[src/rtl/rom_arb_pkg.sv]
// Shared types and widths for the firmware ROM access arbiter.
// Slot states, grant owners and the ROM/checksum geometry live here.
package rom_arb_pkg;

   localparam int ROM_ADDR_W = 15;
   localparam int ROM_DATA_W = 8;
   localparam int SUM_W      = 16;

   typedef enum logic [1:0] {IDLE, READ, CAPT, ACK} state_t;
   typedef enum logic [1:0] {GNT_CPU, GNT_HOST, GNT_SCAN} grant_t;

endpackage

[src/rtl/rom_access_arbiter_if.sv]
// Request/acknowledge bundle for the CPU bus port and the host readback port.
// The requesters use the master modport; the arbiter uses the slave modport.
interface rom_access_arbiter_if
   import rom_arb_pkg::*;
#(
   parameter int ADDR_W = ROM_ADDR_W,
   parameter int DATA_W = ROM_DATA_W
);

   logic              cpu_req;
   logic [ADDR_W-1:0] cpu_addr;
   logic              cpu_ack;
   logic [DATA_W-1:0] cpu_data;

   logic              host_req;
   logic [ADDR_W-1:0] host_addr;
   logic              host_ack;
   logic [DATA_W-1:0] host_data;

   modport master (
      output cpu_req, cpu_addr, host_req, host_addr,
      input  cpu_ack, cpu_data, host_ack, host_data
   );

   modport slave (
      input  cpu_req, cpu_addr, host_req, host_addr,
      output cpu_ack, cpu_data, host_ack, host_data
   );

endinterface

[src/rtl/rom_sum_scanner.sv]
// Background firmware checksum scanner: walks the whole ROM once after reset,
// accumulating every byte modulo 2^SUM_W, then raises done and stops.
module rom_sum_scanner
   import rom_arb_pkg::*;
#(
   parameter int ADDR_W = ROM_ADDR_W,
   parameter int DATA_W = ROM_DATA_W
) (
   input  logic              clk,
   input  logic              rst_n,
   input  logic              capture,
   input  logic [DATA_W-1:0] data,
   output logic [ADDR_W-1:0] addr,
   output logic              active,
   output logic [SUM_W-1:0]  sum,
   output logic              done
);

   always_ff @(posedge clk or negedge rst_n) begin
      if (!rst_n) begin
         addr <= '0;
         sum  <= '0;
         done <= 1'b0;
      end else if (capture && !done) begin
         sum  <= sum + SUM_W'(data);
         addr <= addr + 1'b1;
         if (&addr) done <= 1'b1;
      end
   end

   assign active = !done;

endmodule

[src/rtl/rom_access_arbiter.sv]
// Fixed 4-slot sequencer sharing the firmware ROM between CPU and host ports.
// Optional background checksum scanner is built when ROM_SUM_EN is defined.
module rom_access_arbiter
   import rom_arb_pkg::*;
#(
   parameter int ADDR_W        = ROM_ADDR_W,
   parameter int DATA_W        = ROM_DATA_W,
   parameter int HOST_MAX_WAIT = 4
) (
   input  logic                 clk,
   input  logic                 rst_n,
   rom_access_arbiter_if.slave  bus,
   output logic [ADDR_W-1:0]    rom_addr,
   output logic                 rom_oe,
   input  logic [DATA_W-1:0]    rom_data,
   output logic                 busy,
   output logic [SUM_W-1:0]     sum_out,
   output logic                 sum_valid
);

   localparam logic [3:0] MAX_WAIT = 4'(HOST_MAX_WAIT);

   state_t            state;
   grant_t            grant;
   logic [3:0]        wait_cnt;
   logic              host_wins;
   logic              scan_req;
   logic [ADDR_W-1:0] scan_addr;

   // Host is forced through once the CPU has won MAX_WAIT contested slots in a row.
   assign host_wins = bus.host_req && (!bus.cpu_req || (wait_cnt == MAX_WAIT));

`ifdef ROM_SUM_EN
   logic scan_capture;

   assign scan_capture = (state == CAPT) && (grant == GNT_SCAN);

   rom_sum_scanner #(
      .ADDR_W (ADDR_W),
      .DATA_W (DATA_W)
   ) u_scanner (
      .clk     (clk),
      .rst_n   (rst_n),
      .capture (scan_capture),
      .data    (rom_data),
      .addr    (scan_addr),
      .active  (scan_req),
      .sum     (sum_out),
      .done    (sum_valid)
   );
`else
   assign scan_req  = 1'b0;
   assign scan_addr = '0;
   assign sum_out   = '0;
   assign sum_valid = 1'b0;
`endif

   // NOTE: every register here is updated with <= so all flops see pre-edge values.
   always_ff @(posedge clk or negedge rst_n) begin
      if (!rst_n) begin
         state        <= IDLE;
         grant        <= GNT_CPU;
         wait_cnt     <= '0;
         rom_addr     <= '0;
         rom_oe       <= 1'b0;
         bus.cpu_ack  <= 1'b0;
         bus.host_ack <= 1'b0;
         bus.cpu_data <= '0;
         bus.host_data <= '0;
      end else begin
         bus.cpu_ack  <= 1'b0;
         bus.host_ack <= 1'b0;
         case (state)
            IDLE: begin
               rom_oe <= 1'b0;
               if (host_wins) begin
                  grant    <= GNT_HOST;
                  rom_addr <= bus.host_addr;
                  rom_oe   <= 1'b1;
                  wait_cnt <= '0;
                  state    <= READ;
               end else if (bus.cpu_req) begin
                  grant    <= GNT_CPU;
                  rom_addr <= bus.cpu_addr;
                  rom_oe   <= 1'b1;
                  wait_cnt <= bus.host_req ? wait_cnt + 4'd1 : 4'd0;
                  state    <= READ;
               end else begin
                  wait_cnt <= '0;
                  if (scan_req) begin
                     grant    <= GNT_SCAN;
                     rom_addr <= scan_addr;
                     rom_oe   <= 1'b1;
                     state    <= READ;
                  end
               end
            end
            READ: begin
               rom_oe <= 1'b0;
               state  <= CAPT;
            end
            CAPT: begin
               case (grant)
                  GNT_CPU: begin
                     bus.cpu_data <= rom_data;
                     bus.cpu_ack  <= 1'b1;
                  end
                  GNT_HOST: begin
                     bus.host_data <= rom_data;
                     bus.host_ack  <= 1'b1;
                  end
                  default: ;
               endcase
               state <= ACK;
            end
            ACK:     state <= IDLE;
            default: state <= IDLE;
         endcase
      end
   end

   assign busy = (state != IDLE);

endmodule
[src/flat_wrapper.sv]
// flat-port wrapper written by rule: the top's interface ports become plain ports
module rom_access_arbiter_flat import rom_arb_pkg::*;
#(
   parameter int ADDR_W        = ROM_ADDR_W,
   parameter int DATA_W        = ROM_DATA_W,
   parameter int HOST_MAX_WAIT = 4
)
  (clk, rst_n, rom_addr, rom_oe, rom_data, busy, sum_out, sum_valid, bus_cpu_req, bus_cpu_addr, bus_host_req, bus_host_addr, bus_cpu_ack, bus_cpu_data, bus_host_ack, bus_host_data);
  rom_access_arbiter_if #(.ADDR_W(ADDR_W), .DATA_W(DATA_W)) bus_i ();
  input  logic clk;
  input  logic rst_n;
  output logic [ADDR_W-1:0] rom_addr;
  output logic rom_oe;
  input  logic [DATA_W-1:0] rom_data;
  output logic busy;
  output logic [SUM_W-1:0] sum_out;
  output logic sum_valid;
  input wire logic [$bits(bus_i.cpu_req)-1:0] bus_cpu_req;
  input wire logic [$bits(bus_i.cpu_addr)-1:0] bus_cpu_addr;
  input wire logic [$bits(bus_i.host_req)-1:0] bus_host_req;
  input wire logic [$bits(bus_i.host_addr)-1:0] bus_host_addr;
  output wire logic [$bits(bus_i.cpu_ack)-1:0] bus_cpu_ack;
  output wire logic [$bits(bus_i.cpu_data)-1:0] bus_cpu_data;
  output wire logic [$bits(bus_i.host_ack)-1:0] bus_host_ack;
  output wire logic [$bits(bus_i.host_data)-1:0] bus_host_data;
  assign bus_i.cpu_req = bus_cpu_req;
  assign bus_i.cpu_addr = bus_cpu_addr;
  assign bus_i.host_req = bus_host_req;
  assign bus_i.host_addr = bus_host_addr;
  assign bus_cpu_ack = bus_i.cpu_ack;
  assign bus_cpu_data = bus_i.cpu_data;
  assign bus_host_ack = bus_i.host_ack;
  assign bus_host_data = bus_i.host_data;
  rom_access_arbiter #(.ADDR_W(ADDR_W), .DATA_W(DATA_W), .HOST_MAX_WAIT(HOST_MAX_WAIT)) u_core (.clk(clk), .rst_n(rst_n), .bus(bus_i), .rom_addr(rom_addr), .rom_oe(rom_oe), .rom_data(rom_data), .busy(busy), .sum_out(sum_out), .sum_valid(sum_valid));
endmodule
[config.mk]
export PLATFORM = sky130hd
export DESIGN_NAME = rom_access_arbiter_flat
export DESIGN_NICKNAME = d
export VERILOG_FILES = /design/src/rtl/rom_arb_pkg.sv /design/src/rtl/rom_access_arbiter_if.sv /design/src/rtl/rom_sum_scanner.sv /design/src/rtl/rom_access_arbiter.sv /design/src/flat_wrapper.sv
export SDC_FILE = /design/constraint.sdc
export NUM_CORES = 1
export LEC_CHECK = 0
export ABC_CLOCK_PERIOD_IN_PS = 4270
export BUFFER_PORTS_ARGS = -buffer_cell sky130_fd_sc_hd__buf_2
export CORE_MARGIN = 10
export CORE_UTILIZATION = 45
export CTS_CLUSTER_DIAMETER = 40
export DETAILED_ROUTE_END_ITERATION = 10
export GPL_TIMING_DRIVEN = 0
export PLACE_DENSITY = 0.76
export SETUP_SLACK_MARGIN = 0.5
export SLEW_MARGIN = 10
export SYNTH_ARGS = -nofsm -noshare
export SYNTH_HDL_FRONTEND = slang
export SYNTH_SLANG_ARGS = --single-unit
[constraint.sdc]
create_clock -name clk -period 4.27 [get_ports clk]
set_input_delay 0.427 -clock clk [delete_from_list [all_inputs] [get_ports clk]]
set_output_delay 0.427 -clock clk [all_outputs]
set_load 0.01 [all_outputs]
==> impl_summary.md, run 1 <==
Logic synthesis
The most common cell in the synthesized netlist is dfrtp_1. The fraction of synthesis flops using an asynchronous set or reset pin is 1.000. The most used flip-flop cell after synthesis is dfrtp_1. The largest total area in the synthesized netlist belongs to dfrtp_1. The commonest cells after synthesis are 41 x dfrtp_1, 36 x nand2_1, 19 x buf_4. The mean cell area of the mapped netlist is 10.69 sq um. Of the synthesized area, sequential elements account for 0.5106. Synthesis inferred 41 register bits. The cell count after synthesis is 188. Yosys mapped a number of flops with a built-in enable equal to 0. The number of different library cells in the post-synthesis netlist is 29.

The share of synthesized area in the top cell type comes to 0.5106. Ranked by total cell area, the synthesized netlist is headed by dfrtp_1 51%, mux2_2 10%, buf_4 7.1%. The warning count from the yosys run is 0. Summing every instance area after synthesis gives 0.002009 sq mm.

Placed design
The global placement routability congestion is 0.8391. Port buffering added 76 buffers. The estimated wirelength of the detail-placed design is 3.886 mm.

Clock tree
The H-tree depth reported by CTS is 2. Clock tree synthesis found a total of 41 sinks. In this run the clock root is driven by a clkbuf_8. The post-CTS clock slew at the launch and capture registers of the worst setup and hold paths is 80 ps. In this run, CTS created clock tree buffers numbering 5. The worst-skew pair later-pin latency is 290 ps. Counting along the longest clock path gives a buffer depth of 2. Post-CTS repair changed the size of 0 cells. TritonCTS built the clock tree. The buffers inserted during post-CTS setup optimization is 0.

Hold repair after CTS inserted 0 buffers.

Drt
The detailed-route wire length per cell is 14.72 um. In this run the remaining antenna-violating nets after routing total 0. The first detailed-routing pass took 4 iterations. The aggregate routed wire length is 5.004 mm.

The number of design-rule violations left by the first detailed-router iteration is 58. Using the TritonRoute via totals, the vias-per-cell ratio works out to 4.894. The routed via count is 1664. After detailed routing, the number of remaining DRC violations is 0.

GRT
The initial antenna violation count is 0. The pin count of the biggest net entering global routing is 42. The number of global-route vias before repair is 1740. The total overflow left after global routing is 0. The first global-routing pass estimated 8.190 mm of wire. The overall routing resource usage is 0.1319.

Critical path
In this run the worst setup path terminates at busy. Traced cell by cell, the critical path runs through inv_1 -> ha_1 -> buf_2 -> inv_1 -> buf_2. The setup slack of the most critical reg-to-reg path is 2590 ps. Measured in cells, the most critical reg-to-reg path has a length of 6.

The startpoint identified for the worst register-to-register timing path is u_core.wait_cnt[0]. Along the worst path, the maximum fanout reaches 10. STA puts the critical path data arrival time at 1460 ps. The worst setup path is captured at an output pin. The count of cell instances traversed by the critical path is 5.

In this design, the largest share of critical-path delay is due to buffers and inverters. STA puts the critical path data required time at 3840 ps. The cell with the biggest individual delay on the critical path is dfrtp_1. By startpoint and endpoint, the worst setup path is classified as flip-flop to output pin. The critical path contains buffers and inverters numbering 4 combined. The reg-to-reg critical path endpoint is u_core.rom_addr[4].

The startpoint of the most critical setup path is u_core.state[0]. The highest cell delay on the worst timing path is 400 ps. The category of the worst setup path launch point is a flip-flop.

Die
The area of the die is 0.007539 sq mm. The width of the die is 86.83 um. The row count is 24. The starting density of the core is 0.4615. The standard cell core area is 0.004354 sq mm. 94 I/O pins were placed. The vertical die dimension is 86.83 um.

STA
Setup violations remaining at the end of the flow were counted as 0. Of the available clock period, the critical path in the final layout requires 0.4409. The max-slew headroom at the worst pin is 0.4096. At the pin with the least slew margin, the transition time is 885.6 ps. The clock period minus final worst setup slack is 1883 ps. The final number of hold-violating endpoints was 0.

The clock arrives with 4.141 ps of skew. Summed over all failing endpoints, the final setup total negative slack is 0 ps. Setup repair after global routing left no endpoint under its margin. The maximum clock rate is 531.1 MHz. The count of pins over their slew limit came to 0.

Layout
The final-layout fill cell count is 368. The utilization after layout is 0.6009. The sequential cell area is 0.001026 sq mm. In the final design database the tool counted 334 nets. The number of antenna diodes in the final layout is 0. From synthesis to final layout, the design area changed by 30.20%. The multi-input combinational cells in the finished layout cover a total of 829.5 sq um.

Of the cells placed in the final design, the portion with a size suffix greater than 1 is 0.4583.

Power and ir drop
The net switching power of the design is 638.2 uW. The portion of total power attributed to the clock network is 0.160. Of the total power, registers draw 0.389. Dividing total power by cell area gives a power density of 655.5 mW/mm^2. The cell internal power dissipation is 1.077 mW. Summed over all cells, the static leakage comes to 1.353 nW. The worst vdd rail ir drop is 0.0003086 V.

The portion of total power attributed to combinational logic is 0.451. Of the total power, the share spent switching nets is 0.3722.

Flow run
The number of violations of the max-capacitance limit is 0.

Status
The flow ran to the end, and the final reports show no timing, DRC or antenna violations.

Min path
The path class of the tightest hold or removal check is primary input to async pin.
==> layout make-up <==
type / instances / area share
inverters: 9 / 0.01291
plain buffers: 27 / 0.06887
multi-input cells: 127 / 0.3171
clock inverters: 1 / 0.001913
flip-flops and latches: 41 / 0.3922
clock buffers: 7 / 0.03682
repair buffers: 76 / 0.1454
well taps: 52 / 0.02487
==> per-stage QoR <==
stage	worst slack (ps)	instances	power, mW	area [sq um]	hold slack [ps]
global placement	2632	332	1.433	2515	476.3
global route	2283	340	1.859	2616	335.0
floorplan	2815	204	1.157	2069	131.4
CTS	2374	340	1.737	2616	285.5
finish	2387	340	1.715	2616	252.9
detailed placement	2607	332	1.459	2515	487.8
==> kinds of logic after synthesis <==
group,count (synthesis),share of synthesized area
buffers and inverters,36,0.1065
adders and majority gates,5,0.03113
muxes,19,0.1059
other,1,0.001866
and+or+nand+nor,61,0.1457
AOI/OAI and AO/OA,25,0.09839
DFF,41,0.5106
==> metal layers <==
metal  wire length, um  up-vias  track usage
li1                  -      817            -
met1              2015      775       0.1449
met2              2385       66       0.2225
met3               551        6      0.06191
met4                52        0      0.03535
met5                 0        -            0
==> flip-flops by register name (all words and copies together), names as in the netlist <==
name and flops:
u_core.bus.cpu_ack 1, u_core.bus.cpu_data 8, u_core.bus.host_ack 1, u_core.bus.host_data 8
u_core.grant 1, u_core.rom_addr 15, u_core.rom_oe 1, u_core.state 2
u_core.wait_cnt 4
==> how the worst min path moves through the flow <==
stage	end	slack, ps	cells past startpoint
after floorplan	u_core.bus.cpu_ack	130	0
after global placement	u_core.rom_addr[7]	480	2
after detailed placement	u_core.rom_addr[0]	490	2
after CTS	u_core.grant[0]	290	1
after global routing	u_core.bus.host_data[4]	330	1
final	u_core.bus.cpu_data[6]	250	1
==> cell usage in the layout (no fill, tap or decap), types with 2 or more instances in the layout <==
cell type and instances:
buf_2 82, buf_4 19, clkbuf_8 7, conb_1 17
dfrtp_1 41, ha_1 5, inv_1 9, mux2_2 18
nand2_1 36, nand4_1 15, nor2_1 3, nor3_1 2
o211ai_1 15, o32ai_1 2
==> power by group through the flow <==
| stage | Sequential, mW | Clock, mW | Combinational [mW] |
|---|---|---|---|
| 4_1_cts | 0.667 | 0.281 | 0.789 |
| 5_1_grt | 0.691 | 0.298 | 0.869 |
| 3_3_place_gp | 0.664 | 0 | 0.769 |
| 3_5_place_dp | 0.672 | 0 | 0.787 |
| 6_report | 0.667 | 0.275 | 0.773 |
| 2_1_floorplan | 0.744 | 0 | 0.413 |
Power figures use the tool's default switching activity.
==> run 2, diff against run 1 <==
--- a/config.mk
+++ b/config.mk
@@ -5,14 +5,14 @@
 export SDC_FILE = /design/constraint.sdc
 export NUM_CORES = 1
 export LEC_CHECK = 0
-export ABC_CLOCK_PERIOD_IN_PS = 4270
+export ABC_CLOCK_PERIOD_IN_PS = 1700
 export BUFFER_PORTS_ARGS = -buffer_cell sky130_fd_sc_hd__buf_2
 export CORE_MARGIN = 10
-export CORE_UTILIZATION = 45
+export CORE_UTILIZATION = 42
 export CTS_CLUSTER_DIAMETER = 40
 export DETAILED_ROUTE_END_ITERATION = 10
 export GPL_TIMING_DRIVEN = 0
-export PLACE_DENSITY = 0.76
+export PLACE_DENSITY = 0.74
 export SETUP_SLACK_MARGIN = 0.5
 export SLEW_MARGIN = 10
 export SYNTH_ARGS = -nofsm -noshare
==> constraint.sdc (replaced) <==
create_clock -name clk -period 1.7 [get_ports clk]
set_input_delay 0.17 -clock clk [delete_from_list [all_inputs] [get_ports clk]]
set_output_delay 0.17 -clock clk [all_outputs]
set_load 0.01 [all_outputs]
==> impl_summary.md, run 2 (synthesis gave the netlist of run 1 again) <==
Die
The area of the die is 0.007951 sq mm (+5.5%). The standard cell core area is 0.004692 sq mm (+7.8%). The width of the die is 89.17 um (+2.7%).

The number of top-level design ports is 94 (unchanged). The vertical die dimension came to 89.17 um (+2.7%). The starting density of the core is 0.4283 (-0.03323). The row count is 25 (+4.2%).

STA
The summed negative setup slack over all endpoints is 0 ps (unchanged). The worst clock skew is 7.926 ps (+3.785 ps). The max-slew headroom at the worst pin is 0.3877 (-0.02190). The final number of hold-violating endpoints is 0 (unchanged).

The clock period minus final worst setup slack is 1463 ps. The worst hold margin is 5.934 ps (-246.9 ps). The number of failing setup endpoints in the final timing report is 0 (unchanged). The count of pins over their slew limit is 0 (unchanged). The transition time at the pin with the least slew margin is 918.4 ps (+32.85 ps). Setup repair after global routing could not meet its margin everywhere.

The maximum clock rate is 683.6 MHz. The ratio of final minimum period to clock period is 0.8605.

Critical path
The cell family contributing the most delay on the critical path is flip-flops. The setup slack of the most critical reg-to-reg path is 240 ps (-2350 ps). The critical path start-end classification is flip-flop to flip-flop. The critical path ends at u_core.rom_addr[5].

The top fanout value on the critical path is 5 (-5). The most critical setup path has its startpoint at u_core.wait_cnt[1]. The element type at the critical path end is a flip-flop. The category of the worst setup path launch point is a flip-flop. Traced cell by cell, the critical path runs through inv_2 -> ha_4 -> and3b_2 -> o21ai_4 -> buf_6 -> o211ai_1. The worst path arrival time is 1640 ps (+180 ps). The worst reg-to-reg path cell count was 6 (unchanged). The count of cell instances traversed by the critical path was 6 (+1). The launch point of the worst reg-to-reg path is u_core.wait_cnt[1]. The combined buffer and inverter count along the critical path is 2 (-2). The cell with the biggest individual delay on the critical path is dfrtp_1. The data required time of the critical path is 1870 ps (-1970 ps).

The reg-to-reg critical path endpoint is u_core.rom_addr[5]. The highest cell delay on the worst timing path is 380 ps (-20 ps).

Power and ir drop
The cell leakage power is 1.592 nW (+18%). The total power divided by cell area is 1797 mW/mm^2 (+170%). The worst vdd rail ir drop is 0.0009124 V (+200%). The overall power is 5.559 mW (+220%).

GRT
The first-pass GRT wire length is 9.273 mm (+13%). The pin count of the biggest net entering global routing came to 42 (unchanged). The overall routing resource usage is 0.1514 (+0.01951). The initial antenna violation count is 0 (unchanged). The leftover overflow at the end of global routing is 0 (unchanged). The number of global-route vias before repair came to 1920 (+10%).

Clock tree
The clock tree from TritonCTS is built. The CTS sink count was 41 (unchanged). The number of buffers added to fix hold violations after cts is 0 (unchanged). The worst-skew pair later-pin latency is 300 ps (about the same). The H-tree depth reported by CTS is 2 (unchanged).

The buffer depth of the longest clock path came to 2 (unchanged). The post-CTS clock slew at the launch and capture registers of the worst setup and hold paths is 80 ps (about the same). The number of buffers added by the clock tree synthesis step is 5 (unchanged). The cell chosen for the clock root is clkbuf_8.

Flow run
The number of violations of the max-capacitance limit is 0 (unchanged).

Layout
The final net count was 357 (+6.9%). Leaving out fill and tap cells, the most frequent cells in the layout are 77 x buf_2, 41 x dfrtp_1, 33 x nand2_1. The final-layout fill cell count came to 355 (-3.5%). Ranked by flip-flop count, first place goes to u_core.rom_addr. The fraction of layout cells with a size suffix above 1 is 0.5627 (+0.1044). The largest registers in the layout are u_core.rom_addr: 15 flops, u_core.bus.cpu_data: 8 flops, u_core.bus.host_data: 8 flops. The utilization after layout is 0.6595 (+0.05861). The flip-flop count of the largest register, all copies and words added was 15 (unchanged).

The antenna cell count is 0 (unchanged). The area growth from synthesis to layout is 53.99%. The number of standard cells in the final layout excluding fillers is 365 (+7.4%). The most common cell after layout, fill and taps aside is buf_2.

Drt
The number of design-rule violations left by the first detailed-router iteration is 34 (-41%). The aggregate routed wire length came to 6.147 mm (+23%). The remaining antenna violation count came to 0 (unchanged). The detailed-route wire length per cell is 16.84 um (+14%). The number of design rule violations left after detail routing was 0 (unchanged). The via-per-instance ratio is 4.967 (+1.5%).

The count of TritonRoute iterations in the first routing pass is 4 (unchanged). The routed via count is 1813 (+9.0%).

Placed design
The number of port buffers came to 76 (unchanged). The estimated wirelength of the detail-placed design is 4.049 mm (+4.2%). The global placement routability congestion is 0.7421 (-12%). The total placed cells including tap cells is 334 (+0.60%).

Status
The flow ran to the end, and the final reports show no timing, DRC or antenna violations.

Min path
The worst hold path belongs to the class primary input to async pin.
run 2: changes by cell type in the layout (fill, tap and decap cells not counted), sizes merged:
cell | before | now
nand2 | 36 | 37
clkinv | 1 | 0
buf | 102 | 124
bufinv | 0 | 1
run 2: layout make-up:
| type | count | area (sq um) | share of cell area |
|---|---|---|---|
| Clock buffer | 7 | 86.33 | 0.02790 |
| Tap cell | 54 | 67.56 | 0.02184 |
| Inverter | 9 | 36.28 | 0.01173 |
| Timing Repair Buffer | 98 | 615.6 | 0.1989 |
| Sequential cell | 41 | 1026 | 0.3316 |
| Multi-Input combinational cell | 128 | 1005 | 0.3247 |
| Buffer | 27 | 227.7 | 0.07359 |
| Clock inverter | 1 | 30.03 | 0.009705 |
run 2: where the power goes:
group	internal, mW	switching (mW)	total, mW	leakage [nW]
clock	0.479	0.334	0.813	0.0585
combinational	1.62	1.41	3.03	1.03
sequential	1.44	0.271	1.71	0.504
run 2: worst min path at each step:
| stage | endpoint | startpoint | depth (start not counted) | slack, ps |
|---|---|---|---|---|
| floorplan | u_core.bus.cpu_ack | rst_n | 0 | -130 |
| global placement | u_core.bus.cpu_data[7] | rst_n | 1 | 350 |
| detailed placement | u_core.bus.cpu_data[4] | rst_n | 1 | 360 |
| CTS | u_core.rom_addr[1] | rst_n | 1 | 40 |
| global route | u_core.bus.cpu_data[4] | rst_n | 1 | 70 |
| finish | u_core.bus.cpu_data[3] | rst_n | 1 | 6 |
run 2: per-layer routing:
| metal | up-vias | global-route usage | share of wire |
|---|---|---|---|
| met5 | - | 0 | 0 |
| met4 | 0 | 0.06792 | 0.018 |
| met3 | 11 | 0.04193 | 0.077 |
| met2 | 73 | 0.2508 | 0.49 |
| met1 | 865 | 0.1782 | 0.42 |
| li1 | 864 | - | - |
run 2: what timing repair did:
item                       4_1_cts  5_1_grt
gates cloned                     3        1
gates resized for setup         28       13
hold endpoints to repair         0        0
setup endpoints to repair       40       40
setup buffers                   12        7
pin swaps                       14        7
run 2: worst register-to-register path, cell delays in order (launching register included):
cell and delay, ps:
dfrtp_1 380, inv_2 60, ha_4 160, and3b_2 250
o21ai_4 240, buf_6 160, o211ai_1 90
run 2: through the flow:
stage / instance area [sq um] / setup WS (ps)
after floorplan: 2163 / 295.2
after global placement: 2611 / 136.4
after detailed placement: 2611 / 130.6
after CTS: 2970 / 277.3
after global routing: 3094 / 179.7
final: 3094 / 237.2
==> run 3, diff against run 2 <==
--- a/config.mk
+++ b/config.mk
@@ -7,12 +7,11 @@
 export LEC_CHECK = 0
 export ABC_CLOCK_PERIOD_IN_PS = 1700
 export BUFFER_PORTS_ARGS = -buffer_cell sky130_fd_sc_hd__buf_2
-export CORE_MARGIN = 10
 export CORE_UTILIZATION = 42
 export CTS_CLUSTER_DIAMETER = 40
 export DETAILED_ROUTE_END_ITERATION = 10
 export GPL_TIMING_DRIVEN = 0
-export PLACE_DENSITY = 0.74
+export PLACE_DENSITY_LB_ADDON = 0.25
 export SETUP_SLACK_MARGIN = 0.5
 export SLEW_MARGIN = 10
 export SYNTH_ARGS = -nofsm -noshare
==> impl_summary.md, run 3 (synthesis gave the netlist of run 1 again) <==
STA
The ratio of final minimum period to clock period was 0.8718 (+0.01129). The worst clock skew is 6.456 ps (-1.470 ps). The final number of hold-violating endpoints is 0 (unchanged). The max-slew headroom at the worst pin was 0.3945 (+0.006796). The transition time at the pin with the least slew margin is 908.2 ps (-10.19 ps). The summed negative setup slack over all endpoints is 0 ps (unchanged).

Setup repair after global routing could not meet its margin everywhere. The count of pins over their slew limit is 0 (unchanged). The clock period minus final worst setup slack is 1482 ps (+19.20 ps). The final worst-path setup slack is 218.0 ps (-19.20 ps). The number of failing setup endpoints in the final timing report is 0 (unchanged). The worst hold margin is 7.765 ps (+1.832 ps). The maximum clock rate is 674.7 MHz (-1.3%).

Layout
The flip-flop count of the largest register, all copies and words added is 15 (unchanged). The largest registers in the layout are u_core.rom_addr: 15 flops, u_core.bus.cpu_data: 8 flops, u_core.bus.host_data: 8 flops. The final net count is 361 (+1.1%). The area growth from synthesis to final layout is 55.48%.

The most common cell after layout, fill and taps aside is buf_2. The register bank with the most flops is u_core.rom_addr. The library cells used most frequently in the layout, excluding fill and tap cells, are 77 x buf_2, 41 x dfrtp_1, 34 x nand2_1, 34 x buf_4, 17 x conb_1. The fraction of layout cells with a size suffix above 1 was 0.5637 (+0.0009933). The antenna cell count is 0 (unchanged).

Die
The width of the die was 71.17 um (-20%). The area of the die came to 0.005065 sq mm (-36%). The vertical die dimension is 71.17 um (-20%). The number of top-level design ports came to 94 (unchanged). The standard cell core area is 0.004474 sq mm (-4.6%). The row count is 24 (-4.0%). The starting density of the core is 0.4491 (+0.02084).

Placed design
The worst slack at placement is 125.1 ps (-5.465 ps). The estimated wirelength of the detail-placed design is 3.138 mm (-22%). The number of port buffers is 76 (unchanged). The global placement routability congestion is 0.7719 (+4.0%).

Drt
The detailed-route wire length per cell came to 14.57 um (-14%). The number of design rule violations left after detail routing is 9 (+9). The routed via count is 1821 (+0.44%).

The via-per-instance ratio is 4.975 (+0.17%). The count of TritonRoute iterations in the first routing pass is 7 (+3). The number of design-rule violations left by the first detailed-router iteration came to 119 (+250%).

The aggregate routed wire length is 5.331 mm (-13%). The remaining antenna violation count was 0 (unchanged).

Critical path
The category of the worst setup path launch point is a flip-flop. The slowest stage of the critical path belongs to the cell dfrtp_1. The critical path start-end classification is flip-flop to flip-flop.

The worst path arrival time is 1650 ps (about the same). The worst setup path is captured at a flip-flop. The worst reg-to-reg path cell count is 7 (+1). The top fanout value on the critical path came to 5 (unchanged). The data required time of the critical path is 1870 ps (about the same). Traced cell by cell, the critical path runs through inv_2 -> ha_4 -> buf_8 -> buf_4 -> buf_6 -> nand2_4 -> mux2_4. The setup slack of the most critical reg-to-reg path was 220 ps (-20 ps).

The highest cell delay on the worst timing path is 390 ps (about the same).

Clock tree
The number of buffers added by the clock tree synthesis step is 5 (unchanged). The buffer depth of the longest clock path came to 2 (unchanged). The clock tree from TritonCTS is built. The CTS sink count came to 41 (unchanged).

The worst-skew pair later-pin latency came to 280 ps (-20 ps). The H-tree depth reported by CTS is 2 (unchanged). The post-CTS clock slew at the launch and capture registers of the worst setup and hold paths is 80 ps (about the same). In this run the clock root is driven by a clkbuf_8.

Min path
The worst min-delay path category is primary input to async pin.

Power and ir drop
The fraction of power consumed by sequential logic is 0.306 (-0.002). The total power divided by cell area is 1803 mW/mm^2 (+0.36%). The portion of total power attributed to combinational logic is 0.562 (+0.016). The net switching power of the design is 2.018 mW (about the same).

The cell internal power dissipation was 3.616 mW (+2.0%). The net switching fraction of the power is 0.3582 (-0.004443). The worst vdd rail ir drop came to 0.001017 V (+11%). The portion of total power attributed to the clock network was 0.132 (-0.014). The cell leakage power was 1.611 nW (+1.2%).

GRT
The leftover overflow at the end of global routing is 0 (unchanged). The overall routing resource usage is 0.1949 (+0.04352). The first-pass GRT wire length is 7.534 mm (-19%).

The pin count of the biggest net entering global routing was 42 (unchanged). The number of global-route vias before repair was 1577 (-18%). The initial antenna violation count is 0 (unchanged).

Flow run
The number of violations of the max-capacitance limit is 0 (unchanged).

Status
The final reports fail on design-rule violations. The run finished, with violations left.
-- run 3: cell count changes in the layout (fill, tap and decap cells not counted), sizes merged --
cell,previous run,this run
buf,124,127
clkbuf,8,7
clkinv,0,1
-- run 3: layer usage --
metal  track usage  vias to the layer above  routed length (um)  part of all wire
met3       0.04274                        2                 329             0.062
li1              -                      876                   -                 -
met2        0.3206                       71                2683              0.50
met4       0.07333                        0                  35            0.0066
met5             0                        -                   0                 0
met1        0.2523                      872                2282              0.43
-- run 3: layout make-up --
type / instances / area [sq um]
fillers: 322 / 1350
flip-flops and latches: 41 / 1026
multi-input cells: 128 / 1006
repair buffers: 102 / 655.6
plain buffers: 27 / 231.5
clock buffers: 5 / 68.82
well taps: 52 / 65.06
inverters: 9 / 36.28
clock inverters: 2 / 35.03
-- run 3: critical path, delay by kind of cell (launching register included) --
kind	cells	cell delay, ps
AND/OR/NAND/NOR	1	50
flip-flops	1	390
buffers and inverters	4	460
adder cells (fa/ha/maj)	1	180
multiplexers	1	290
-- run 3: power by group through the flow --
stage               logic (mW)  clock network (mW)  registers (mW)
CTS                       2.65               0.767            1.68
detailed placement        2.18                   0            1.71
finish                    3.17               0.746            1.72
global placement          2.13                   0            1.70
floorplan                 1.27                   0            1.89
global route              3.40               0.805            1.77
-- run 3: per-stage QoR --
stage               cells  area [sq um]  power, mW    util
floorplan             204          2163      3.157       -
global placement      332          2609      3.829  0.5831
detailed placement    332          2609      3.886  0.5831
CTS                   353          2915      5.102  0.6516
global route          366          3124      5.973  0.6983
finish                366          3124      5.633  0.6983
-- run 3: worst paths after layout --
check / from / end
worst max register to register: u_core.state[1] / u_core.state[1]
worst max-delay path: u_core.state[1] / u_core.state[1]
worst min-delay path: rst_n / u_core.rom_addr[10]
min in group clk: rom_data[6] / u_core.bus.cpu_data[6]
max in group asynchronous: rst_n / u_core.state[1]
worst min register to register: u_core.bus.host_data[5] / u_core.bus.host_data[5]
-- run 3: repair_timing --
| item | CTS | global route |
|---|---|---|
| hold buffers | 0 | 0 |
| pin swaps | 6 | 17 |
| gates resized for setup | 21 | 15 |
| hold endpoints to repair | 0 | 0 |
| buffers inserted | 13 | 10 |
| setup endpoints to repair | 40 | 41 |
| cloned | 1 | 3 |
